<file path="src/rtl/npc_pkg.sv">
// Shared definitions for the next-PC predictor: NPC op codes, 2-bit counter
// states, the BTB entry layout and the counter saturation helper.
package npc_pkg;

    typedef enum logic [2:0] {
        NPC_PLUS4  = 3'b000,
        NPC_BRANCH = 3'b001,
        NPC_JUMP   = 3'b010,
        NPC_JALR   = 3'b100
    } npc_op_e;

    localparam logic [1:0] NPC_CTR_SNT = 2'b00;
    localparam logic [1:0] NPC_CTR_WNT = 2'b01;
    localparam logic [1:0] NPC_CTR_WT  = 2'b10;
    localparam logic [1:0] NPC_CTR_ST  = 2'b11;

    // Tag and target fields are sized for the widest supported PC; narrower
    // configurations zero-extend into them.
    localparam int NPC_MAX_W = 64;

    typedef struct packed {
        logic                 valid;
        logic [NPC_MAX_W-1:0] tag;
        logic [NPC_MAX_W-1:0] target;
        logic [1:0]           ctr;
    } npc_btb_entry_t;

    function automatic logic [1:0] npc_ctr_step(input logic [1:0] ctr, input logic taken);
        logic [1:0] nxt;
        nxt = ctr;
        if (taken) begin
            if (ctr != NPC_CTR_ST) begin
                nxt = ctr + 2'd1;
            end else begin
                nxt = ctr;
            end
        end else begin
            if (ctr != NPC_CTR_SNT) begin
                nxt = ctr - 2'd1;
            end else begin
                nxt = ctr;
            end
        end
        return nxt;
    endfunction

endpackage

</file>
<file path="src/rtl/npc_predict_unit_btb.sv">
// Direct-mapped branch target buffer with 2-bit counters: one combinational
// read port (prediction) and one clocked write port (EX resolution).
module npc_btb
    import npc_pkg::*;
#(
    parameter int WIDTH     = 32,
    parameter int BTB_DEPTH = 16
) (
    input  logic             clk,
    input  logic             rst,
    input  logic [WIDTH-3:0] rd_addr,
    output logic             rd_taken,
    output logic [WIDTH-1:0] rd_target,
    input  logic             wr_en,
    input  logic             wr_is_branch,
    input  logic             wr_taken,
    input  logic [WIDTH-3:0] wr_addr,
    input  logic [WIDTH-1:0] wr_branch_target,
    input  logic [WIDTH-1:0] wr_actual_target
);

    localparam int IDXW = $clog2(BTB_DEPTH);
    localparam int TAGW = WIDTH - IDXW - 2;

    npc_btb_entry_t mem_r [BTB_DEPTH];

    logic [IDXW-1:0] rd_idx_s;
    logic [TAGW-1:0] rd_tag_s;
    logic            rd_hit_s;
    logic [IDXW-1:0] wr_idx_s;
    logic [TAGW-1:0] wr_tag_s;
    logic            wr_hit_s;
    logic            wr_do_s;
    npc_btb_entry_t  wr_entry_s;

    assign rd_idx_s = rd_addr[IDXW-1:0];
    assign rd_tag_s = rd_addr[WIDTH-3:IDXW];
    assign wr_idx_s = wr_addr[IDXW-1:0];
    assign wr_tag_s = wr_addr[WIDTH-3:IDXW];

    // Prediction lookup; a same-cycle write is only visible after the edge.
    always_comb begin
        rd_hit_s  = mem_r[rd_idx_s].valid && (mem_r[rd_idx_s].tag == NPC_MAX_W'(rd_tag_s));
        rd_taken  = rd_hit_s && mem_r[rd_idx_s].ctr[1];
        rd_target = mem_r[rd_idx_s].target[WIDTH-1:0];
    end

    // Build the replacement entry for the resolving instruction.
    always_comb begin
        wr_hit_s   = mem_r[wr_idx_s].valid && (mem_r[wr_idx_s].tag == NPC_MAX_W'(wr_tag_s));
        wr_entry_s = mem_r[wr_idx_s];
        wr_do_s    = 1'b0;
        if (wr_hit_s) begin
            wr_do_s = 1'b1;
            if (wr_is_branch) begin
                wr_entry_s.ctr    = npc_ctr_step(mem_r[wr_idx_s].ctr, wr_taken);
                wr_entry_s.target = NPC_MAX_W'(wr_branch_target);
            end else begin
                wr_entry_s.ctr    = NPC_CTR_ST;
                wr_entry_s.target = NPC_MAX_W'(wr_actual_target);
            end
        end else if (!wr_is_branch || wr_taken) begin
            // Only taken transfers earn an entry; not-taken misses are dropped.
            wr_do_s           = 1'b1;
            wr_entry_s.valid  = 1'b1;
            wr_entry_s.tag    = NPC_MAX_W'(wr_tag_s);
            wr_entry_s.target = NPC_MAX_W'(wr_actual_target);
            wr_entry_s.ctr    = wr_is_branch ? NPC_CTR_WT : NPC_CTR_ST;
        end else begin
            wr_do_s = 1'b0;
        end
    end

    // Entry storage; reset invalidates every entry.
    always_ff @(posedge clk or posedge rst) begin
        if (rst) begin
            for (int i = 0; i < BTB_DEPTH; i++) begin
                mem_r[i] <= '0;
            end
        end else if (wr_en && wr_do_s) begin
            mem_r[wr_idx_s] <= wr_entry_s;
        end
    end

endmodule

</file>
<file path="src/rtl/npc_predict_unit.sv">
// Fetch PC register, BTB-based next-PC prediction and EX-stage redirect.
// Define NPC_BTB_EN to build the BTB; otherwise npc is always pc+4.
module npc_predict_unit
    import npc_pkg::*;
#(
    parameter int               WIDTH     = 32,
    parameter logic [WIDTH-1:0] RESET_PC  = 32'h0000_0000,
    parameter int               BTB_DEPTH = 16
) (
    input  logic             clk,
    input  logic             rst,
    input  logic             stall,
    output logic [WIDTH-1:0] pc,
    output logic [WIDTH-1:0] npc,
    output logic             pred_taken,
    input  logic             ex_valid,
    input  logic [2:0]       ex_npc_op,
    input  logic             ex_taken,
    input  logic [WIDTH-1:0] ex_pc,
    input  logic [WIDTH-1:0] ex_imm,
    input  logic [WIDTH-1:0] ex_aluout,
    input  logic [WIDTH-1:0] ex_pred_npc,
    output logic             flush
);

    logic [WIDTH-1:0] pc_r;
    logic [WIDTH-1:0] pc_plus4_s;
    logic [WIDTH-1:0] ex_plus4_s;
    logic [WIDTH-1:0] ex_branch_target_s;
    logic [WIDTH-1:0] actual_target_s;
    logic [WIDTH-1:0] npc_s;
    logic             pred_taken_s;
    logic             flush_s;

    assign pc_plus4_s         = pc_r + WIDTH'(4);
    assign ex_plus4_s         = ex_pc + WIDTH'(4);
    assign ex_branch_target_s = ex_pc + ex_imm;

    // Resolved successor of the EX instruction; unknown op codes fall through.
    always_comb begin
        actual_target_s = ex_plus4_s;
        case (ex_npc_op)
            NPC_BRANCH: actual_target_s = ex_taken ? ex_branch_target_s : ex_plus4_s;
            NPC_JUMP:   actual_target_s = ex_branch_target_s;
            NPC_JALR:   actual_target_s = ex_aluout;
            default:    actual_target_s = ex_plus4_s;
        endcase
    end

    // Mispredict detection; held low during reset.
    always_comb begin
        if (rst) begin
            flush_s = 1'b0;
        end else begin
            flush_s = ex_valid && (actual_target_s != ex_pred_npc);
        end
    end

`ifdef NPC_BTB_EN
    logic             rd_taken_s;
    logic [WIDTH-1:0] rd_target_s;
    logic             wr_en_s;

    assign wr_en_s = ex_valid && ((ex_npc_op == NPC_BRANCH) ||
                                  (ex_npc_op == NPC_JUMP)   ||
                                  (ex_npc_op == NPC_JALR));

    npc_btb #(
        .WIDTH     (WIDTH),
        .BTB_DEPTH (BTB_DEPTH)
    ) u_btb (
        .clk              (clk),
        .rst              (rst),
        .rd_addr          (pc_r[WIDTH-1:2]),
        .rd_taken         (rd_taken_s),
        .rd_target        (rd_target_s),
        .wr_en            (wr_en_s),
        .wr_is_branch     (ex_npc_op == NPC_BRANCH),
        .wr_taken         (ex_taken),
        .wr_addr          (ex_pc[WIDTH-1:2]),
        .wr_branch_target (ex_branch_target_s),
        .wr_actual_target (actual_target_s)
    );

    // Taken prediction overrides the sequential successor.
    always_comb begin
        if (rd_taken_s) begin
            npc_s        = rd_target_s;
            pred_taken_s = 1'b1;
        end else begin
            npc_s        = pc_plus4_s;
            pred_taken_s = 1'b0;
        end
    end
`else
    // Without a BTB every fetch is predicted sequential.
    always_comb begin
        npc_s        = pc_plus4_s;
        pred_taken_s = 1'b0;
    end
`endif

    // Fetch PC: redirect beats stall, stall beats sequential advance.
    always_ff @(posedge clk or posedge rst) begin
        if (rst) begin
            pc_r <= RESET_PC;
        end else if (flush_s) begin
            pc_r <= actual_target_s;
        end else if (stall) begin
            pc_r <= pc_r;
        end else begin
            pc_r <= npc_s;
        end
    end

    assign pc         = pc_r;
    assign npc        = npc_s;
    assign pred_taken = pred_taken_s;
    assign flush      = flush_s;

endmodule

</file>
<file path="config.mk">
export PLATFORM = sky130hd
export DESIGN_NAME = npc_predict_unit
export DESIGN_NICKNAME = d
export VERILOG_FILES = /design/src/rtl/npc_pkg.sv /design/src/rtl/npc_predict_unit_btb.sv /design/src/rtl/npc_predict_unit.sv
export SDC_FILE = /design/constraint.sdc
export NUM_CORES = 1
export LEC_CHECK = 0
export ABC_AREA = 1
export ABC_CLOCK_PERIOD_IN_PS = 8800
export BUFFER_PORTS_ARGS = -buffer_cell sky130_fd_sc_hd__buf_4
export CORE_MARGIN = 2
export CORE_UTILIZATION = 60
export DETAILED_ROUTE_END_ITERATION = 10
export GPL_TIMING_DRIVEN = 0
export PLACE_DENSITY_LB_ADDON = 0.1
export SKIP_CTS_REPAIR_TIMING = 1
export SLEW_MARGIN = 20
export SYNTH_ARGS = -nofsm -noshare
export SYNTH_HDL_FRONTEND = slang
export SYNTH_SLANG_ARGS = --single-unit
</file>
<file path="constraint.sdc">
create_clock -name clk -period 8.8 [get_ports clk]
set_input_delay 1.32 -clock clk [delete_from_list [all_inputs] [get_ports clk]]
set_output_delay 1.32 -clock clk [all_outputs]
set_load 0.01 [all_outputs]
</file>
==> results of run 1 <==
-- cells by family (layout without fill, tap and decap cells) --
logic type,count (synthesis),in the layout,synth area share
AND/OR/NAND/NOR,1041,1041,0.592
flip-flops,32,32,0.106
AO/OA/AOI/OAI,58,58,0.0454
XOR/XNOR,34,34,0.0393
adder cells (fa/ha/maj),34,34,0.0571
buffers and inverters,294,501,0.160
other,1,1,0.000495
-- stage by stage --
stage	std cells	total power, mW	hold WS [ns]
2_1_floorplan	1494	0.558	0.540
3_3_place_gp	1866	0.774	0.505
3_5_place_dp	1866	0.795	0.516
4_1_cts	1873	0.980	0.529
5_1_grt	1873	1.07	0.565
6_report	1873	0.992	0.525
-- critical path, cell delays in order --
cell     delay [ns]
buf_4          0.09
ha_1           0.23
inv_1          0.08
fa_1           0.38
inv_1          0.13
nand2_1        0.07
nand3_1        0.20
nand2_1        0.12
nand2_1        0.17
nand2_1        0.09
nand2_1        0.07
nand2_1        0.04
nand3_1        0.16
nand2_1        0.11
nand2_1        0.09
nand2_1        0.05
inv_1          0.04
nand2_1        0.05
nor2_1         0.13
nand4_2        0.14
nand3_4        0.19
inv_1          0.11
buf_4          0.15
-- Yosys cell counts, types with 2 or more instances --
cell type,number
xor2_1,24
ha_1,33
nand3b_1,17
buf_2,4
o21bai_1,4
nand4_1,32
nor3_2,4
o21ai_1,5
nor2_2,9
a21oi_1,26
nand3_4,2
a21boi_1,10
nand2_2,2
clkbuf_8,2
nor3_1,13
nand3_1,180
clkbuf_1,7
buf_6,7
xnor2_1,10
or2_2,3
nor2_1,124
inv_2,6
dfrtp_1,32
nand3_2,5
nand2_1,637
and2_1,3
o21ai_0,8
inv_1,260
buf_4,6
-- layer usage --
metal / vias up / global-route usage
met5: - / 0
met4: 0 / 0.198
met3: 110 / 0.0488
met2: 535 / 0.722
met1: 4501 / 0.475
li1: 5042 / -
-- layout make-up --
| class | instances | area (µm²) |
|---|---|---|
| flip-flops and latches | 32 | 801 |
| repair buffers | 200 | 1500 |
| well taps | 172 | 215 |
| clock buffers | 7 | 153 |
| plain buffers | 28 | 216 |
| inverters | 266 | 998 |
| fillers | 1077 | 3010 |
| multi-input cells | 1168 | 5570 |
-- path summary, 6_finish.rpt --
check                      slack (ns)  endpoint
max in group asynchronous        7.15     pc[0]
min in group asynchronous        1.19    pc[25]
setup / recovery                 3.23     flush
setup reg to reg                 5.83    pc[28]
hold / removal                   0.53     pc[0]
hold reg to reg                  0.53     pc[0]
-- report_power, final --
| group | switching [mW] | internal, mW | leakage [nW] |
|---|---|---|---|
| sequential | 0.0405 | 0.173 | 0.377 |
| combinational | 0.353 | 0.246 | 5.27 |
| clock | 0.0613 | 0.119 | 0.0760 |
| total | 0.455 | 0.538 | 5.72 |
==> impl_metrics.csv, run 1 <==
group,metric,value,unit
flow_run,drv_cap,0,
sta,setup_slack,3.23,ns
global_route,grt_overflow_total,0,
global_route,grt_max_degree,34,
drt,top_layer,"met4",
clocking,htreeDepth,2,
drt,viasPerCell,5.44,
finish,n_antenna_cell,0,
finish,utilization,0.758,
finish,area_growth,24.7,%
sta,fin_crit_sh,0.633,
logic_synthesis,ys_async_sr_fraction,1.00,
logic_synthesis,yosys-top-cells-area,"nand2_1 32%, inv_1 13%, nand3_1 12%",
floorplanning,die_h,116,µm
sta,rsz0062_at_grt,"no",
logic_synthesis,syn_area_per_cell,5.08,µm²
worst_setup_path,start_kind,"input pin",
clocking,cts_buffers,5,
finish,mostFrequentLayoutCells,"637 x nand2_1, 259 x inv_1, 206 x buf_4",
floorplanning,die_w,116,µm
global_route,grt_pass1_vias,9168,
sta,worst_pin_slew,0.724,ns
clocking,cts_buffer_depth,2,
drt,drcViolationCount,0,
place,routabilityCongestion,1.02,
finish,nets,1871,
global_route,track_usage,0.403,
power_and_ir_drop,ir_drop,0.0769,mV
finish,largest_register_ffs,32,
logic_synthesis,synth_area,0.00758,mm²
drt,avgRoutedWirePerCell,14.7,µm
global_route,grt_pass1_wl,42.8,mm
floorplanning,die-area,0.0136,mm²
drt,firstDrtPassIters,8,
worst_setup_path,crit_fanout,10,
drt,wl_met3,2.36,mm
place,dp_hpwl,23.0,mm
logic_synthesis,synth_top_area_share,0.315,
power_and_ir_drop,p_leak,5.72,nW
worst_setup_path,startpoint,"ex_pc[0]",
drt,first_iter_violations,1199,
sta,hold_violations,0,
sta,setup_viol,0,
logic_synthesis,synth_flop_cell,"dfrtp_1",
logic_synthesis,yosysSeqAreaShare,0.106,
worst_setup_path,path_class,"input pin to output port",
finish,final_area,0.00945,mm²
worst_hold_path,hold_path.startpoint,"pc[0]",
logic_synthesis,synth_edf_count,0,
drt,ant_nets,0,
drt,wl_met1,10.6,mm
floorplanning,num_rows,41,
floorplanning,core_area,0.0125,mm²
sta,min_period,5.57,ns
finish,drive_above_1_share,0.157,
worst_setup_path,required,7.48,ns
logic_synthesis,yosysTopAreaCell,"nand2_1",
worst_setup_path,regToRegStartpoint,"pc[2]",
global_route,antenna_found_initial,0,
clocking,cts_tree,"built",
sta,slew_headroom,0.517,
clocking,cts.sinks,32,
logic_synthesis,synth.distinct_cells,48,
worst_setup_path,arrival,4.25,ns
drt,vias,10200,
worst_hold_path,hp-class,"register to register",
drt,dr_wl_met2,13.3,mm
sta,skew,0.00506,ns
place,pre_cts_ws,3.35,ns
logic_synthesis,syn_inst,1494,
floorplanning,top_level_ports,202,
sta,clock.fmax,180,MHz
clocking,path_clk_slew,0.05,ns
clocking,clk_latency,0.28,ns
worst_setup_path,r2r_cells,18,
logic_synthesis,syn_nets,1664,
worst_setup_path,critPathCaptureType,"output port",
place,placed_area,0.00930,mm²
power_and_ir_drop,power.density,105,mW/mm²
worst_hold_path,holdPathStages,2,
sta,maxSlewViolCount,0,
logic_synthesis,ys_ff_latch,32,
run_status,status,"finished, final reports clean",
drt,routed_wl,27.6,mm
sta,setup_tns,0,ns
floorplanning,start_util,0.608,
finish,final_common_cell,"nand2_1",
logic_synthesis,yosysWarningCount,0,
clocking,clock-root-buffer,"clkbuf_16",
place,io_buffer_count,200,
No activity file was read; power rests on OpenSTA's default activity.
==> inputs of run 2 (changes only) <==
- ABC_CLOCK_PERIOD_IN_PS: 8800 -> 5450
- CORE_UTILIZATION: 60 -> 56
- clock period: 8.8 -> 5.45 ns (I/O delays scaled with it)
==> run 2 against run 1 <==
- sequential share of layout area hardly changed
- count of clock-buffer cells in the layout shrank 1
- register-to-register slack got worse by 3.4 ns
- non-clock buffer count unchanged
- combinational power rose by 60%
- sequential power is 61% higher
- power up 58%
- first-iteration DRC count down 21%
- worst hold slack improved by 0.0024 ns
- via count is 1.8% lower
==> impl_metrics.csv, run 2 (synthesis results as in run 1) <==
group,metric,value,unit
run_status,status,"finished, final reports clean",
place,io_buffer_count,200,
global_route,track_usage,0.372,
clocking,path_clk_slew,0.05,ns
drt,routed_wl,27.5,mm
finish,final_common_cell,"nand2_1",
clocking,htreeDepth,2,
global_route,grt_pass1_wl,43.3,mm
sta,rsz0062_at_grt,"no",
place,placed_area,0.00930,mm²
power_and_ir_drop,ir_drop,0.109,mV
finish,n_antenna_cell,0,
sta,hold_violations,0,
global_route,grt_pass1_vias,9085,
sta,maxSlewViolCount,0,
worst_setup_path,crit_fanout,10,
clocking,cts.sinks,32,
drt,first_iter_violations,942,
floorplanning,core_area,0.0132,mm²
global_route,globalRouteMet3Util,0.0255,
global_route,met1_usage,0.466,
power_and_ir_drop,p_leak,5.71,nW
flow_run,drv_cap,0,
sta,min_period,4.53,ns
finish,drive_above_1_share,0.156,
sta,worst_pin_slew,0.755,ns
sta,setup_tns,0,ns
floorplanning,start_util,0.573,
sta,skew,0.00825,ns
place,dp_hpwl,23.4,mm
worst_setup_path,arrival,3.71,ns
global_route,grt_overflow_total,0,
sta,fin_crit_sh,0.831,
finish,layout.cells.non_filler,1877,
worst_setup_path,required,4.63,ns
floorplanning,top_level_ports,202,
worst_setup_path,path_class,"input pin to output port",
drt,vias,10000,
clocking,cts_buffer_depth,2,
global_route,grt_max_degree,34,
finish,largest_register_ffs,32,
drt,ant_nets,0,
power_and_ir_drop,power.density,166,mW/mm²
drt,viasPerCell,5.33,
sta,clock.fmax,221,MHz
place,dp.cells,1870,
finish,nets,1871,
floorplanning,die_w,120,µm
worst_setup_path,critPathCaptureType,"output port",
drt,drcViolationCount,0,
worst_setup_path,start_kind,"input pin",
worst_hold_path,hp-class,"register to register",
global_route,antenna_found_initial,0,
global_route,top_usage_layer,"met2",
place,routabilityCongestion,0.967,
sta,setup_viol,0,
drt,avgRoutedWirePerCell,14.7,µm
clocking,cts_tree,"built",
finish,area_growth,24.5,%
clocking,clock-root-buffer,"clkbuf_16",
finish,mostFrequentLayoutCells,"637 x nand2_1, 259 x inv_1, 206 x buf_4",
drt,firstDrtPassIters,6,
clocking,clk_latency,0.28,ns
sta,slew_headroom,0.496,
global_route,grt_util_met2,0.670,
floorplanning,die_h,120,µm
floorplanning,num_rows,42,
clocking,cts_buffers,5,
floorplanning,die-area,0.0145,mm²
finish,final_area,0.00944,mm²
==> run 2: cell count changes in the layout (fill, tap and decap cells not counted), sizes merged <==
cell / previous run / this run
clkbuf: 16 / 15
clkinv: 0 / 1
==> run 2: path summary, 6_finish.rpt <==
| check | depth (start not counted) | end | slack [ns] | from |
|---|---|---|---|---|
| worst max-delay path | 21 | flush | 0.92 | ex_pc[0] |
| worst min-delay path | 2 | pc[0] | 0.53 | pc[0] |
| worst max register to register | 19 | pc[30] | 2.45 | pc[2] |
| worst min register to register | 2 | pc[0] | 0.53 | pc[0] |
| max in group asynchronous | 2 | pc[0] | 4.28 | rst |
| min in group asynchronous | 2 | pc[23] | 0.69 | rst |
==> run 2: layer usage <==
metal,vias up,share of wire
met5,-,0
met2,490,0.49
met4,0,0.033
li1,5029,-
met3,74,0.075
met1,4415,0.41
==> run 2: final cells by class <==
cell class,count,area [µm²]
Multi-Input combinational cell,1168,5570
Fill cell,1269,3800
Timing Repair Buffer,200,1500
Inverter,266,998
Sequential cell,32,801
Tap cell,176,220
Buffer,28,216
Clock buffer,6,129
Clock inverter,1,5.00
==> run 2: per-stage QoR <==
step,utilization,hold WS (ns),power (mW),worst slack [ns]
after floorplan,-,0.540,0.902,1.80
after global placement,0.703,0.502,1.26,0.967
after detailed placement,0.703,0.519,1.29,0.945
after CTS,0.713,0.532,1.55,0.931
after global routing,0.713,0.580,1.69,0.627
final,0.713,0.528,1.57,0.922
==> run 2: critical path: stages <==
cell     delay (ns)
buf_4          0.10
ha_1           0.22
inv_1          0.07
fa_1           0.38
inv_1          0.12
nand2_1        0.07
nand3_1        0.19
nand2_1        0.10
nand2_1        0.16
nand2_1        0.09
nand3_1        0.08
nand3_1        0.18
nand2_1        0.18
nand2_1        0.07
nand2_1        0.06
nand3_1        0.06
nor2_1         0.19
nand4_2        0.15
nand3_4        0.18
inv_1          0.10
buf_4          0.15
==> run 2: power by group <==
part	total (mW)	internal, mW	switching, mW	leakage [nW]
combinational	0.962	0.398	0.564	5.27
clock	0.266	0.166	0.0999	0.0667
sequential	0.343	0.279	0.0636	0.377
==> inputs of run 3 (changes only) <==
- ABC_AREA: 1 -> 0
- ABC_CLOCK_PERIOD_IN_PS: 5450 -> 4300
- CORE_UTILIZATION: 56 -> 53
- clock period: 5.45 -> 4.3 ns (I/O delays scaled with it)
==> run 3 against run 2 <==
- the flow now finishes with violations (setup timing)
- die area fell by 14%
- global-route usage is 3.3 points lower
- routed wire length fell by 17%
- clock skew decreased by 0.0024 ns
- utilization rose by 4.1 points
- worst hold slack worse by 0.060 ns
- first-iteration DRC count fell by 5.6%
- synthesized cell count fell by 44%
- clock power increased by 34%
- setup slack got worse by 1.5 ns
- critical path type unchanged
- critical endpoint unchanged
==> impl_metrics.csv, run 3 <==
group,metric,value,unit
run_status,status,"finished, violations left",
run_status,violations,"setup timing",
place,dp_hpwl,17.7,mm
sta,hold_violations,0,
drt,routed_wl,22.8,mm
floorplanning,die-area,0.0125,mm²
logic_synthesis,ys_async_sr_fraction,1.00,
power_and_ir_drop,ir_drop,0.436,mV
drt,ant_nets,0,
worst_setup_path,r2r_cells,10,
sta,setup_slack,-0.596,ns
drt,avgRoutedWirePerCell,18.9,µm
sta,fin_crit_sh,1.14,
sta,worst_pin_slew,0.747,ns
floorplanning,top_level_ports,202,
finish,multiInputGateArea,0.00539,mm²
finish,mostFrequentLayoutCells,"224 x buf_4, 80 x nand2_1, 67 x nor2_1",
global_route,grt_max_degree,33,
floorplanning,num_rows,39,
drt,drcViolationCount,0,
logic_synthesis,yosys-top-cells-area,"dfrtp_1 13%, xnor2_1 8.6%, ha_1 6.7%",
drt,viasPerCell,6.20,
flow_run,drv_cap,0,
power_and_ir_drop,power.density,271,mW/mm²
clocking,cts_buffer_depth,2,
clocking,cts_buffers,5,
sta,rsz0062_at_grt,"yes",
place,io_buffer_count,199,
finish,final_common_cell,"buf_4",
place,dp.cells,1174,
clocking,cts.sinks,32,
sta,min_period,4.90,ns
logic_synthesis,syn_nets,1002,
clocking,htreeDepth,2,
finish,utilization,0.754,
finish,seqCellArea,801,µm²
sta,skew,0.00584,ns
place,placed_area,0.00789,mm²
power_and_ir_drop,p_leak,3.72,nW
logic_synthesis,yosysSeqAreaShare,0.130,
logic_synthesis,synth.distinct_cells,84,
power_and_ir_drop,p_total,2.32,mW
worst_setup_path,critPathCaptureType,"output port",
worst_setup_path,path_class,"input pin to output port",
finish,nets,1229,
finish,fill_cells,897,
logic_synthesis,synth_area,0.00614,mm²
sta,clock.fmax,204,MHz
worst_setup_path,required,3.65,ns
drt,vias,7462,
drt,first_iter_violations,889,
logic_synthesis,synth_edf_count,0,
logic_synthesis,syn_inst,832,
floorplanning,start_util,0.540,
global_route,track_usage,0.339,
worst_setup_path,slowest_delay,0.54,ns
finish,drive_above_1_share,0.325,
place,routabilityCongestion,0.991,
drt,firstDrtPassIters,6,
place,pre_cts_ws,-1.22,ns
clocking,path_clk_slew,0.05,ns
logic_synthesis,yosysTopAreaCell,"dfrtp_1",
worst_setup_path,crit_cells,17,
finish,n_antenna_cell,0,
worst_hold_path,hp-class,"input pin to async pin",
finish,layout.cells.non_filler,1203,
floorplanning,die_w,112,µm
worst_setup_path,r2r_slack,1.11,ns
logic_synthesis,synth_flop_cell,"dfrtp_1",
finish,final_area,0.00857,mm²
worst_setup_path,critPathSlowestCell,"a2111o_1",
worst_setup_path,crit_chain,"buf_8 -> ha_4 -> inv_2 -> fa_2 -> nand2b_4 -> a21o_1 -> a2111o_1 -> a31oi_4 -> mux2_4 -> a21oi_4 -> xnor2_2 -> a2111oi_4 -> nand4_2 -> o21ai_4 -> buf_12 -> inv_4 -> buf_6",
global_route,grt_overflow_total,0,
clocking,clk_latency,0.28,ns
logic_synthesis,ys_ff_latch,32,
logic_synthesis,synthTopCellsByCount,"80 x nand2_1, 67 x nor2_1, 60 x xnor2_1",
logic_synthesis,yosysMostFrequentCell,"nand2_1",
worst_setup_path,crit_fanout,5,
worst_setup_path,cp_top_family,"compound AO/OA/AOI/OAI gates",
global_route,antenna_found_initial,0,
sta,maxSlewViolCount,0,
floorplanning,die_h,112,µm
global_route,grt_pass1_vias,6657,
logic_synthesis,syn_area_per_cell,7.39,µm²
sta,slew_headroom,0.502,
worst_setup_path,crit_buf_inv,5,
worst_setup_path,arrival,4.25,ns
floorplanning,core_area,0.0114,mm²
sta,setup_viol,11,
worst_setup_path,start_kind,"input pin",
logic_synthesis,yosysWarningCount,0,
logic_synthesis,synth_top_area_share,0.130,
clocking,clock-root-buffer,"clkbuf_16",
finish,largest_register_ffs,32,
clocking,cts_tree,"built",
global_route,grt_pass1_wl,34.4,mm
finish,area_growth,39.5,%
[run 3: cell count changes in the layout (fill, tap and decap cells not counted), sizes merged, moves of 26 or more]
cell | previous run | this run
nand2 | 640 | 80
inv | 266 | 26
xnor2 | 10 | 60
o21ai | 13 | 39
nor2 | 134 | 67
nand3 | 187 | 41
[run 3: final cells by class]
cell class,count,share of cell area
Multi-Input combinational cell,729,0.629
Tap cell,143,0.0209
Buffer,40,0.0276
Sequential cell,32,0.0934
Clock inverter,2,0.00117
Clock buffer,6,0.0162
Timing Repair Buffer,225,0.200
Inverter,26,0.0117
[run 3: final timing paths]
path	start	end
worst min register to register	pc[1]	pc[1]
worst max register to register	pc[10]	pc[31]
min in group clk	pc[1]	pc[1]
worst max-delay path	ex_pc[0]	flush
worst min-delay path	rst	pc[28]
max in group asynchronous	rst	pc[8]
[run 3: kinds of logic (layout without fill, tap and decap cells)]
group	after synthesis	count (layout)	share of synthesized area
xor gates and xnor gates	104	104	0.148
buffers and inverters	71	299	0.0523
muxes	38	38	0.0702
AOI/OAI and AO/OA	200	200	0.229
adders and majority gates	34	34	0.0705
other	1	1	0.000610
DFF	32	32	0.130
and+or+nand+nor	352	352	0.299
[run 3: metal layers]
metal,up-vias,track usage,share of wire
met3,45,0.0528,0.090
li1,3557,-,-
met2,406,0.537,0.45
met4,0,0.0947,0.029
met1,3454,0.479,0.43
met5,-,0,0
[run 3: power breakdown]
part           switching (mW)  internal, mW  total (mW)
combinational           0.728         0.722        1.45
clock                   0.128         0.228       0.356
sequential              0.130         0.383       0.513
total                   0.986          1.33        2.32
[run 3: per-stage QoR]
stage / TNS (ns) / hold WS (ns)
after floorplan: -0.154 / 0.563
after global placement: -24.21 / 0.537
after detailed placement: -23.88 / 0.543
after CTS: -15.59 / 0.499
after global routing: -3.29 / 0.544
final: -1.83 / 0.468
